$ cat src/rtl/rmm_arb_pkg.sv
// Shared definitions for the rmm_arbiter RAM-sharing controller.
// Holds the FSM state encoding, the RAM word width derivation and the
// even-parity helper used when RMM_ARBITER_PARITY_EN is defined.
package rmm_arb_pkg;

    typedef enum logic {
        IDLE   = 1'b0,
        ACCESS = 1'b1
    } state_t;

    // Widest payload the parity helper accepts; narrower data is zero-extended.
    localparam int unsigned PAR_MAX_W = 64;

    // RAM word width: one extra parity bit when the parity option is built in.
    function automatic int unsigned mem_w(input int unsigned w);
`ifdef RMM_ARBITER_PARITY_EN
        return w + 1;
`else
        return w;
`endif
    endfunction

    // Even parity: the returned bit makes the XOR of data plus parity zero.
    function automatic logic even_parity(input logic [PAR_MAX_W-1:0] d);
        return ^d;
    endfunction

endpackage

$ cat src/rtl/rmm_rr_pick.sv
// Two-way round-robin picker.
// Ports:
//   req0, req1 : pending requests
//   last       : requester granted most recently
//   valid      : at least one request pending
//   winner     : selected requester (0/1); meaningful only when valid
module rmm_rr_pick (
    input  logic req0,
    input  logic req1,
    input  logic last,
    output logic valid,
    output logic winner
);

    assign valid = req0 | req1;

    // A lone requester wins outright; on a tie the one not served last wins.
    assign winner = (req0 & req1) ? ~last : req1;

endmodule

$ cat src/rtl/rmm_arbiter.sv
// Two-port controller sharing one single-port RAM (2**N x MEM_W) between
// two requesters. Round-robin arbitration in IDLE, one-cycle RAM access in
// ACCESS, read data returned one edge after the grant.
// The RAM writes and updates data_out on the falling clock edge.
// Optional build macro: RMM_ARBITER_PARITY_EN adds an even-parity bit to
// each stored word and flags a parity error on read completion.
// Ports:
//   clk, rst_n                      : clock, async active-low reset
//   req/we/addr/wdata 0,1           : requester commands (req held until gnt)
//   gnt 0,1                         : one-cycle command-accepted pulse
//   rvalid/rdata 0,1                : read completion pulse and held data
//   mem_addr/mem_rw/mem_din         : RAM control to the RAM instance
//   mem_dout                        : RAM read-out
//   perr                            : parity error pulse (0 without option)
module rmm_arbiter
    import rmm_arb_pkg::*;
#(
    parameter  int unsigned N     = 4,
    parameter  int unsigned W     = 8,
    localparam int unsigned MEM_W = mem_w(W)
) (
    input  logic             clk,
    input  logic             rst_n,

    input  logic             req0,
    input  logic             we0,
    input  logic [N-1:0]     addr0,
    input  logic [W-1:0]     wdata0,
    output logic             gnt0,
    output logic             rvalid0,
    output logic [W-1:0]     rdata0,

    input  logic             req1,
    input  logic             we1,
    input  logic [N-1:0]     addr1,
    input  logic [W-1:0]     wdata1,
    output logic             gnt1,
    output logic             rvalid1,
    output logic [W-1:0]     rdata1,

    output logic [N-1:0]     mem_addr,
    output logic             mem_rw,
    output logic [MEM_W-1:0] mem_din,
    input  logic [MEM_W-1:0] mem_dout,

    output logic             perr
);

    state_t state_q, state_d;
    logic   last_q, last_d;
    logic   cmd_id_q, cmd_id_d;

    logic             gnt0_d, gnt1_d;
    logic             rvalid0_d, rvalid1_d;
    logic [W-1:0]     rdata0_d, rdata1_d;
    logic [N-1:0]     mem_addr_d;
    logic             mem_rw_d;
    logic [MEM_W-1:0] mem_din_d;

    logic             pick_valid;
    logic             pick_winner;

    logic             sel_we;
    logic [N-1:0]     sel_addr;
    logic [W-1:0]     sel_wdata;
    logic [MEM_W-1:0] sel_word;

    rmm_rr_pick u_pick (
        .req0   (req0),
        .req1   (req1),
        .last   (last_q),
        .valid  (pick_valid),
        .winner (pick_winner)
    );

    // Command of the current round-robin winner.
    assign sel_we    = pick_winner ? we1    : we0;
    assign sel_addr  = pick_winner ? addr1  : addr0;
    assign sel_wdata = pick_winner ? wdata1 : wdata0;

`ifdef RMM_ARBITER_PARITY_EN
    logic perr_d;
    assign sel_word = {even_parity(PAR_MAX_W'(sel_wdata)), sel_wdata};
`else
    assign sel_word = MEM_W'(sel_wdata);
`endif

    // Next-state and registered-output logic.
    always_comb begin
        state_d    = state_q;
        last_d     = last_q;
        cmd_id_d   = cmd_id_q;
        gnt0_d     = 1'b0;
        gnt1_d     = 1'b0;
        rvalid0_d  = 1'b0;
        rvalid1_d  = 1'b0;
        rdata0_d   = rdata0;
        rdata1_d   = rdata1;
        mem_addr_d = mem_addr;
        mem_rw_d   = 1'b0;
        mem_din_d  = mem_din;
`ifdef RMM_ARBITER_PARITY_EN
        perr_d     = 1'b0;
`endif

        unique case (state_q)
            IDLE: begin
                if (pick_valid) begin
                    state_d    = ACCESS;
                    last_d     = pick_winner;
                    cmd_id_d   = pick_winner;
                    gnt0_d     = ~pick_winner;
                    gnt1_d     = pick_winner;
                    mem_addr_d = sel_addr;
                    mem_rw_d   = sel_we;
                    mem_din_d  = sel_word;
                end
            end

            ACCESS: begin
                state_d = IDLE;
                // mem_rw still holds the command direction during ACCESS.
                if (!mem_rw) begin
                    if (cmd_id_q) begin
                        rvalid1_d = 1'b1;
                        rdata1_d  = mem_dout[W-1:0];
                    end else begin
                        rvalid0_d = 1'b1;
                        rdata0_d  = mem_dout[W-1:0];
                    end
`ifdef RMM_ARBITER_PARITY_EN
                    perr_d = ^mem_dout;
`endif
                end
            end

            default: state_d = IDLE;
        endcase
    end

    // State and output registers.
    always_ff @(posedge clk or negedge rst_n) begin
        if (!rst_n) begin
            state_q  <= IDLE;
            last_q   <= 1'b1;
            cmd_id_q <= 1'b0;
            gnt0     <= 1'b0;
            gnt1     <= 1'b0;
            rvalid0  <= 1'b0;
            rvalid1  <= 1'b0;
            rdata0   <= '0;
            rdata1   <= '0;
            mem_addr <= '0;
            mem_rw   <= 1'b0;
            mem_din  <= '0;
        end else begin
            state_q  <= state_d;
            last_q   <= last_d;
            cmd_id_q <= cmd_id_d;
            gnt0     <= gnt0_d;
            gnt1     <= gnt1_d;
            rvalid0  <= rvalid0_d;
            rvalid1  <= rvalid1_d;
            rdata0   <= rdata0_d;
            rdata1   <= rdata1_d;
            mem_addr <= mem_addr_d;
            mem_rw   <= mem_rw_d;
            mem_din  <= mem_din_d;
        end
    end

`ifdef RMM_ARBITER_PARITY_EN
    // Parity error flag, pulsed alongside rvalid.
    always_ff @(posedge clk or negedge rst_n) begin
        if (!rst_n) begin
            perr <= 1'b0;
        end else begin
            perr <= perr_d;
        end
    end
`else
    assign perr = 1'b0;
`endif

endmodule
$ cat config.mk
export PLATFORM = sky130hd
export DESIGN_NAME = rmm_arbiter
export DESIGN_NICKNAME = d
export VERILOG_FILES = /design/src/rtl/rmm_arb_pkg.sv /design/src/rtl/rmm_rr_pick.sv /design/src/rtl/rmm_arbiter.sv
export SDC_FILE = /design/constraint.sdc
export NUM_CORES = 1
export LEC_CHECK = 0
export ABC_AREA = 1
export CAP_MARGIN = 20
export CORE_ASPECT_RATIO = 1.25
export CORE_MARGIN = 8
export CORE_UTILIZATION = 44
export DETAILED_ROUTE_END_ITERATION = 16
export GPL_TIMING_DRIVEN = 0
export PLACE_DENSITY = 0.85
export SYNTH_ARGS = -nofsm -noshare
export SYNTH_HDL_FRONTEND = slang
export SYNTH_SLANG_ARGS = --single-unit
export TNS_END_PERCENT = 10
$ cat constraint.sdc
create_clock -name clk -period 3.9 [get_ports clk]
set_clock_uncertainty 0.1 [all_clocks]
set_input_delay 0.78 -clock clk [delete_from_list [all_inputs] [get_ports clk]]
set_output_delay 0.78 -clock clk [all_outputs]
set_load 0.02 [all_outputs]
Word level (Yosys, flattened, before mapping):

Cells that the tools add are included.

* multiplexer cells: 18
* multiply operators: 0
* reductions and logical operators: 3
* div/mod/pow operators: 0
* $lt $le $gt $ge: 0
* bitwise logic cells: 7
* equality and inequality tests: 0
* shifts and indexed selects: 0
* add/sub/neg operators: 0

Operators with widths (number)
* $mux W1: 15
* $mux W8: 1
* $reduce_and A3 Y1: 2
* $not A1 Y1: 5
* $mux W4: 1
* $pmux W1 S2: 1
* $reduce_and A2 Y1: 1
* $and A1 B1 Y1: 1
* $or A1 B1 Y1: 1

* input bits: 38
* bits in latches: 0
* flip-flop bits (word level): 36
* RAM bits: 0
* memories kept: 0
* output and inout bits: 34
* memory bits (read-only): 0
* logic and storage cells: 40

Longest topological paths before layout:

* word-level depth: 5
* mapped depth: 6
* mapped depth without buffers: 5

Hierarchy:

From an unflattened synthesis, not the netlist that was laid out.

* cell total of the unflattened synthesis: 190
* area, all modules: 1607.8 µm²

By module, submodules not included
* rmm_arbiter: cells an instance 187, area an instance 1592.8 µm², times used 1, seq. area each 902.1 µm²
* rmm_rr_pick: cells an instance 3, area an instance 15.0 µm², times used 1, seq. area each 0.0 µm²

Least setup slack after synthesis:

No wires, ideal clock.

* path kind: input -> register
* start point: input req0
* end point: register mem_addr[0]
* arrival time: 1364 ps
* buffers on the path: 1
* library setup time: 117 ps
* stages on the path: 5
* required time: 3683 ps
* setup slack: 2318 ps
* path through: nand2_1 -> clkbuf_1 -> nand3b_1 -> nand3_1 -> nand2_1

* longest elaborated chain between the ends: 3
* elaborated cells between the ends (all ways): 5
* those cells by class: mux: 2; bitwise: 2; reduce/logical: 1

Ends and longest elaborated chain
* start: declaration: RTL line rmm_arbiter.sv:25 `input logic req0,`
* $and A1 B1 Y1: RTL line rmm_rr_pick.sv:18 `assign winner = (req0 & req1) ? ~last : req1;`
* $mux W1: RTL line rmm_rr_pick.sv:18
* $mux W4: RTL line rmm_arbiter.sv:78 `assign sel_addr = pick_winner ? addr1 : addr0;`
* end signal: assignment: RTL line rmm_arbiter.sv:166 `mem_addr <= mem_addr_d;`
* end: declaration: RTL line rmm_arbiter.sv:41 `output logic [N-1:0] mem_addr,`

Parallel ways exist; a longest one is shown, timed or not.
A chain may end at the register's enable or synchronous reset.

Worst setup path after layout:

* start point: register rdata1[7]
* end point: output rdata1[7]

RTL lines
* start: declaration: RTL line rmm_arbiter.sv:39 `output logic [W-1:0] rdata1,`
* start signal: assignment: RTL line rmm_arbiter.sv:165 `rdata1 <= rdata1_d;`

No word-level cell between the ends.

==> results_dict.tcl <==
set metrics [dict create \
    firstDrtPassIters 6 \
    wl_um 4040 \
    grt_pass1_wl_um 6790 \
    ys_seq_area_share_pct 58.0 \
    core_mm2 0.00345 \
    endpoint_kind "primary output" \
    fin_tns_setup_ps 0 \
    layout_commonest_cell "clkdlybuf4s50_1" \
    overflow 0 \
    num_rows 24 \
    pwr-share-clk_pct 22.6 \
    regArea_um2 902 \
    max_cap_violations 0 \
    cts_tree "yes" \
    ant_nets 0 \
    combPwrFrac_pct 39.1 \
    ys_warn_count 0 \
    num_vias 1403 \
    synthCells 175 \
    synth_top_area_share_pct 56.3 \
    internal_power_uw 938 \
    required_ps 3020 \
    critical_path.top_delay_family "buffers and inverters" \
    critical_path.max_stage_delay_ps 620 \
    via_per_inst 4.80 \
    yosys-top-cells-area "dfrtp_1, nand2_1, inv_1" \
    die_h_um 82.5 \
    die_width_um 69.2 \
    diodes 0 \
    wl_per_cell_um 13.8 \
    cp_slowest_cell "clkdlybuf4s50_1" \
    syn2layout_area_growth_pct 54.7 \
    worstPathArrival_ps 1260 \
    status "complete, no violations" \
    route.detailed.drc 0 \
    postCtsHoldBufs 0 \
    netlist_area_mm2 0.00156 \
    post-route-util_pct 69.7 \
    synth_seq_cells 36 \
    final_cell_mix "clkdlybuf4s50_1, nand2_1, dfrtp_1, inv_1, o21ai_0" \
    synth.avg_cell_area_um2 8.89 \
    crit_fanout 2 \
    antenna_found_initial 0 \
    place.gp.congestion 0.759 \
    ff2ff_setup_slack_ps 2420 \
    worst_pin_slew_ps 794 \
    irDropWorstVdd_v 0.000399 \
    cts_buffer_depth 2 \
    synth.distinct_cells 17 \
    num-fill-cells 281 \
    power_density_mw_per_mm2 587 \
    pwr-share-seq_pct 38.3 \
    io_pins 72 \
    multi_input_area_um2 515 \
    post-route-period-util_pct 55.0 \
    cp-start-kind "flop" \
    initial_core_util_pct 45.1 \
    stdcell_area_mm2 0.00241 \
    max_freq_mhz 466 \
    dp_hpwl_um 3090 \
    ctsResizeCount 0 \
    hold_class "reg2reg" \
    crit_chain "clkdlybuf4s50_1" \
    syn_nets 213 \
    grt_usage_pct 14.7 \
    portBuffers 70 \
    placed_area_mm2 0.00230 \
    yosysTopAreaCell "dfrtp_1" \
    path_clk_slew_ps 70 \
    dieArea_mm2 0.00571 \
    cts.sinks 36 \
    power_leakage_uw 0.00118 \
    cts_buffers 5 \
    period_minus_slack_ps 2140 \
    critPathBufInv 1 \
    slew_headroom_pct 47.1 \
    switchingPower_uw 476 \
    path_class "reg2out" \
    swShare_pct 33.7 \
    post_cts_buffers 0 \
    rsz0062_at_grt "no" \
    nNetsFinal 290 \
    insertion_delay_ps 280 \
    finalSetupViolCount 0 \
    hold_viol 0 \
    h-tree-depth 2 \
    ctsRootBufferMaster "clkbuf_8" \
    slew_viol_final 0 \
    drt_iter0_markers 105 \
    grt_start_max_net_pins 37 \
    drive_gt1_share_pct 7.91 \
    grt_pass1_vias 1485 \
]
[Yosys cell counts]
| library cell | number |
|---|---|
| nor2_2 | 1 |
| nand3_4 | 2 |
| buf_4 | 3 |
| nand3_1 | 15 |
| dfstp_2 | 1 |
| o21ai_2 | 1 |
| buf_2 | 3 |
| nand4_1 | 2 |
| nor2_1 | 3 |
| nand2_1 | 54 |
| nand3b_1 | 10 |
| clkbuf_1 | 2 |
| inv_1 | 24 |
| inv_2 | 1 |
| o21ai_0 | 17 |
| dfrtp_1 | 35 |
| conb_1 | 1 |
[state kept, by name (all words and copies together) (netlist names), 4 cells and up]
name	cells
rdata1	8
mem_din	8
rdata0	8
mem_addr	4
[routing by layer]
metal	vias up	GRT usage, %	part of all wire [%]
met5	-	0	0
met4	0	5.13	1.3
met3	5	7.65	10
met2	52	24.7	47
met1	645	15.7	41
li1	701	-	-
[path summary, 6_finish.rpt]
path / from / end / cells after the start
max in group asynchronous: rst_n / mem_addr[2] / 1
worst max-delay path: rdata1[7] / rdata1[7] / 1
min in group asynchronous: rst_n / rdata1[4] / 1
worst max register to register: last_q / mem_din[4] / 6
worst min-delay path: last_q / last_q / 2
worst min register to register: last_q / last_q / 2
[through the flow]
step | setup slack [ps] | hold slack [ps] | instances | power, µW
6_report | 1760 | 375 | 292 | 1410
2_1_floorplan | 2320 | 347 | 175 | 807
5_1_grt | 1710 | 387 | 292 | 1500
4_1_cts | 1740 | 377 | 292 | 1430
3_5_place_dp | 1600 | 363 | 284 | 1110
3_3_place_gp | 1200 | 361 | 284 | 1090
[cell type report]
cell class / instances / area share [%]
multi-input cells: 106 / 21.4
repair buffers: 70 / 28.9
clock buffers: 6 / 3.01
well taps: 39 / 2.03
clock inverters: 2 / 1.45
plain buffers: 8 / 1.87
flip-flops and latches: 36 / 37.5
inverters: 25 / 3.90
[tightest hold or removal path, delay by kind of cell, from the launching register on]
family	cells	cell delay, ps
and+or+nand+nor	2	100
DFF	1	370
[cells by family after synthesis]
logic type / count (synthesis) / synth area share, %
AO/OA/AOI/OAI: 18 / 6.03
buffers and inverters: 33 / 8.92
flip-flops: 36 / 58.0
other: 1 / 0.241
AND/OR/NAND/NOR: 87 / 26.8
[power groups by stage]
stage                     Clock (µW)  Sequential (µW)  Combinational (µW)
after detailed placement           0              548                 559
after global routing             349              555                 596
after global placement             0              543                 550
final                            320              541                 553
after floorplan                    0              675                 131
after CTS                        328              541                 560
Note: power is estimated with default switching activity, not from simulation.
==> RTL change 1, RTL diff (same flow settings) <==
Change the parameter `W` from 8 to 12.
--- a/src/rtl/rmm_arbiter.sv
+++ b/src/rtl/rmm_arbiter.sv
@@ -16,7 +16,7 @@
     import rmm_arb_pkg::*;
 #(
     parameter  int unsigned N     = 4,
-    parameter  int unsigned W     = 8,
+    parameter  int unsigned W     = 12,
     localparam int unsigned MEM_W = mem_w(W)
 ) (
     input  logic             clk,
Interface: changed (6 resized); port bits go from 72 to 96. No check against the original RTL was run, so the function may have changed too.
==> RTL change 1 against the original RTL <==
- cell area up 29%
- area after synthesis up 27%
- setup slack worse by 0.030 ns
- register-to-register slack worse by 0.02 ns
- hold slack worse by 0.0097 ns
- sequential cell count up 12
- critical path type unchanged
- power up 31%
- sequential share of layout area up 1.3 points
- wire length up 38%
- largest cell class unchanged
- clock power up 8.7%
- via count up 30%
- critical path depth unchanged
==> RTL change 1: results (changes against the original RTL) <==
| Metric | Value |
|---|---|
| Status | `completed` |
| Min Hold Slack | `0.365 ns (-0.00972 ns)` |
| First-pass GRT wire length | `9540 µm (+41%)` |
| Initial antenna violation count | `0 (unchanged)` |
| Routed wl met3 | `599 µm (+42%)` |
| Fraction of layout instances using a drive strength above 1 | `6.98% (-0.92 points)` |
| Drt initial violations | `103 (-1.9%)` |
| Via count | `1823 (+30%)` |
| Area share of xor/xnor cells in the synthesized design | `0% (unchanged)` |
| Reg clk slew, reported paths | `0.09 ns (+0.02 ns)` |
| Syn nets | `263 (+23%)` |
| Post-DR wirelength/cell | `14.9 µm (+8.0%)` |
| Nets | `364 (+26%)` |
| Top cells by count, synth | `nand2_1 (50), dfrtp_1 (47), nand3_1 (32)` |
| # port buffers | `93 (+33%)` |
| R2R setup slack | `2.40 ns (-0.02 ns)` |
| Largest net degree at the start of global routing | `26 (-30%)` |
| Global Route Usage Sum | `16.6% (+2.0 points)` |
| Synth Area in Compound Gates | `6.78% (+0.75 points)` |
| FF-to-FF End | `mem_din[3]` |
| Metal2 WL | `2710 µm (+42%)` |
| Worst hold path class | `in -> async` |
| Maximum VDD drop | `278 µV (-30%)` |
| GP Congestion | `0.762 (+0.34%)` |
| Sequential share of the synthesized area | `60.9% (+2.9 points)` |
| Top Registers | `mem_din (12), rdata0 (12), rdata1 (12)` |
| Vias in the first global route | `1957 (+32%)` |
| Synth top area cells | `dfrtp_1 (60%), nand2_1 (9.5%), nand3_1 (8.1%)` |
| HPWL Detailed | `4400 µm (+43%)` |
| Worst reg-to-reg path cell count | `5 (-1)` |
| Arr. time, crit path | `1.30 ns (+0.04 ns)` |
| Leak pwr | `0.00145 µW (+23%)` |
| Slew @ Worst Pin | `0.545 ns (-0.248 ns)` |
| Sw frac | `34.7% (+1.1 points)` |
[RTL change 1: cell types whose count changed after synthesis, moves of 4 or more]
cell / delta
nand3_1: +17
dfrtp_1: +12
nand4_1: +11
o21ai_0: +8
nand3b_1: -7
nand2_1: -4
[RTL change 1: routing by layer]
metal | vias up | global-route usage (%)
met2 | 83 | 27.1
met5 | - | 0
met4 | 0 | 3.61
met1 | 839 | 19.1
li1 | 899 | -
met3 | 2 | 8.07
[RTL change 1: cell type report]
| class | count | area [µm²] |
|---|---|---|
| repair buffers | 94 | 946 |
| flip-flops and latches | 48 | 1200 |
| multi-input cells | 131 | 624 |
| fillers | 334 | 1260 |
| well taps | 58 | 72.6 |
| plain buffers | 12 | 65.1 |
| clock inverters | 2 | 35.0 |
| inverters | 22 | 82.6 |
| clock buffers | 6 | 72.6 |
[RTL change 1: worst max path at each step]
stage / start / to / slack (ns) / cells past startpoint
floorplan: req1 / mem_din[10] / 2.22 / 5
global placement: rst_n / mem_din[1] / 0.64 / 1
detailed placement: req0 / mem_din[3] / 1.60 / 6
CTS: mem_addr[2] / mem_addr[2] / 1.71 / 1
global route: mem_din[9] / mem_din[9] / 1.66 / 1
finish: mem_addr[2] / mem_addr[2] / 1.72 / 1
[RTL change 1: per-stage QoR]
step                      area [µm²]  power (µW)  std cells
after CTS                       3100        1880        373
after global routing            3100        1980        373
after global placement          2980        1510        364
final                           3100        1860        373
after floorplan                 1970        1100        213
after detailed placement        2990        1530        365
[RTL change 1: power by group through the flow]
stage	logic [µW]	clock network (µW)	registers, µW
5_1_grt	832	388	755
4_1_cts	787	361	734
2_1_floorplan	172	0	923
6_report	774	348	733
3_3_place_gp	769	0	736
3_5_place_dp	785	0	742
==> RTL change 2, RTL diff (same flow settings) <==
Without the edit above. Take the reset off `rdata0`, `rdata1`, `mem_addr` and `mem_din` and load them in a clocked block of their own.
--- a/src/rtl/rmm_arbiter.sv
+++ b/src/rtl/rmm_arbiter.sv
@@ -148,11 +148,7 @@
             gnt1     <= 1'b0;
             rvalid0  <= 1'b0;
             rvalid1  <= 1'b0;
-            rdata0   <= '0;
-            rdata1   <= '0;
-            mem_addr <= '0;
             mem_rw   <= 1'b0;
-            mem_din  <= '0;
         end else begin
             state_q  <= state_d;
             last_q   <= last_d;
@@ -161,12 +157,15 @@
             gnt1     <= gnt1_d;
             rvalid0  <= rvalid0_d;
             rvalid1  <= rvalid1_d;
-            rdata0   <= rdata0_d;
-            rdata1   <= rdata1_d;
-            mem_addr <= mem_addr_d;
             mem_rw   <= mem_rw_d;
-            mem_din  <= mem_din_d;
         end
+    end
+
+    always_ff @(posedge clk) begin
+        rdata0   <= rdata0_d;
+        rdata1   <= rdata1_d;
+        mem_addr <= mem_addr_d;
+        mem_din  <= mem_din_d;
     end
 
 `ifdef RMM_ARBITER_PARITY_EN
Behaviour: not the same (Yosys sat finds a counterexample within 4 cycles, from zero or initial values and one cycle with rst_n low).
==> RTL change 2 against the original RTL <==
- count of clock-buffer cells in the layout rose by 1
- synthesized cell count decreased by 46%
- wire length decreased by 25%
- cell count down 27%
- setup slack got worse by 0.085 ns
- sequential cell count unchanged
- area after synthesis fell by 16%
- global-route usage fell by 2.2 points
- cell area shrank 12%
- fmax down 3.8%
- sequential share of layout area is 12 points higher
- critical endpoint is now mem_rw
- largest cell class unchanged
- highest routed layer unchanged
Power is not compared: it rests on default switching activity, and its combinational part moved more than twofold at a synthesized area within 25%.
==> RTL change 2: results (changes against the original RTL) <==
| Metric | Value |
|---|---|
| Status | `completed` |
| Met3 Use GR | `7.85% (+0.20 points)` |
| Min Hold Slack | `0.410 ns (+0.0355 ns)` |
| Metal2 WL | `1550 µm (-19%)` |
| HPWL Detailed | `2530 µm (-18%)` |
| Setup crit start | `mem_rw` |
| GR Util met1 | `11.3% (-4.4 points)` |
| Worst reg-to-reg path cell count | `3 (-3)` |
| GP Congestion | `0.683 (-10%)` |
| Post-DR wirelength/cell | `14.3 µm (+3.2%)` |
| R2R setup slack | `2.32 ns (-0.10 ns)` |
| Fraction of layout instances using a drive strength above 1 | `9.09% (+1.2 points)` |
| Reg clk slew, reported paths | `0.10 ns (+0.03 ns)` |
| Worst-path fanout max | `4 (+2)` |
| Async SR Flop Fraction | `22.2% (-78 points)` |
| Multi-input gate area | `229 µm² (-56%)` |
| Top FF cell, synth | `edfxtp_1` |
| Fill cells | `206 (-27%)` |
| DR pass1 iterations | `4 (-2)` |
| Hold EP | `rvalid1` |
| Via count | `991 (-29%)` |
| Met2 GRT Util | `22.6% (-2.1 points)` |
| Placed Area | `2050 µm² (-11%)` |
| Top cells by count, synth | `nand2_1 (39), edfxtp_1 (28), dfrtp_1 (7)` |
| Syn nets | `133 (-38%)` |
| FF-to-FF Start | `state_q` |
| First-pass GRT wire length | `4850 µm (-29%)` |
| Synth Area in Compound Gates | `1.15% (-4.9 points)` |
| Largest net degree at the start of global routing | `15 (-59%)` |
## RTL change 2: changes by cell type in the layout (fill, tap and decap cells not counted), moves of 4 or more
cell | unedited run | this run
clkbuf_4 | 0 | 5
clkbuf_8 | 5 | 1
dfrtp_1 | 35 | 7
edfxtp_1 | 0 | 28
inv_1 | 24 | 1
nand2_1 | 54 | 39
nand3_1 | 15 | 1
nand3b_1 | 10 | 0
o21ai_0 | 17 | 3
## RTL change 2: layout make-up
cell class,count,share of cell area [%]
Tap cell,36,2.12
Sequential cell,36,49.0
Clock inverter,1,0.176
Clock buffer,7,2.59
Timing Repair Buffer,73,33.8
Buffer,3,1.24
Inverter,2,0.353
Multi-Input combinational cell,54,10.8
## RTL change 2: per-stage QoR
step | setup WS [ns] | std cells
global placement | 1.18 | 201
CTS | 1.51 | 209
finish | 1.67 | 212
floorplan | 2.02 | 95
detailed placement | 1.15 | 201
global route | 1.59 | 212
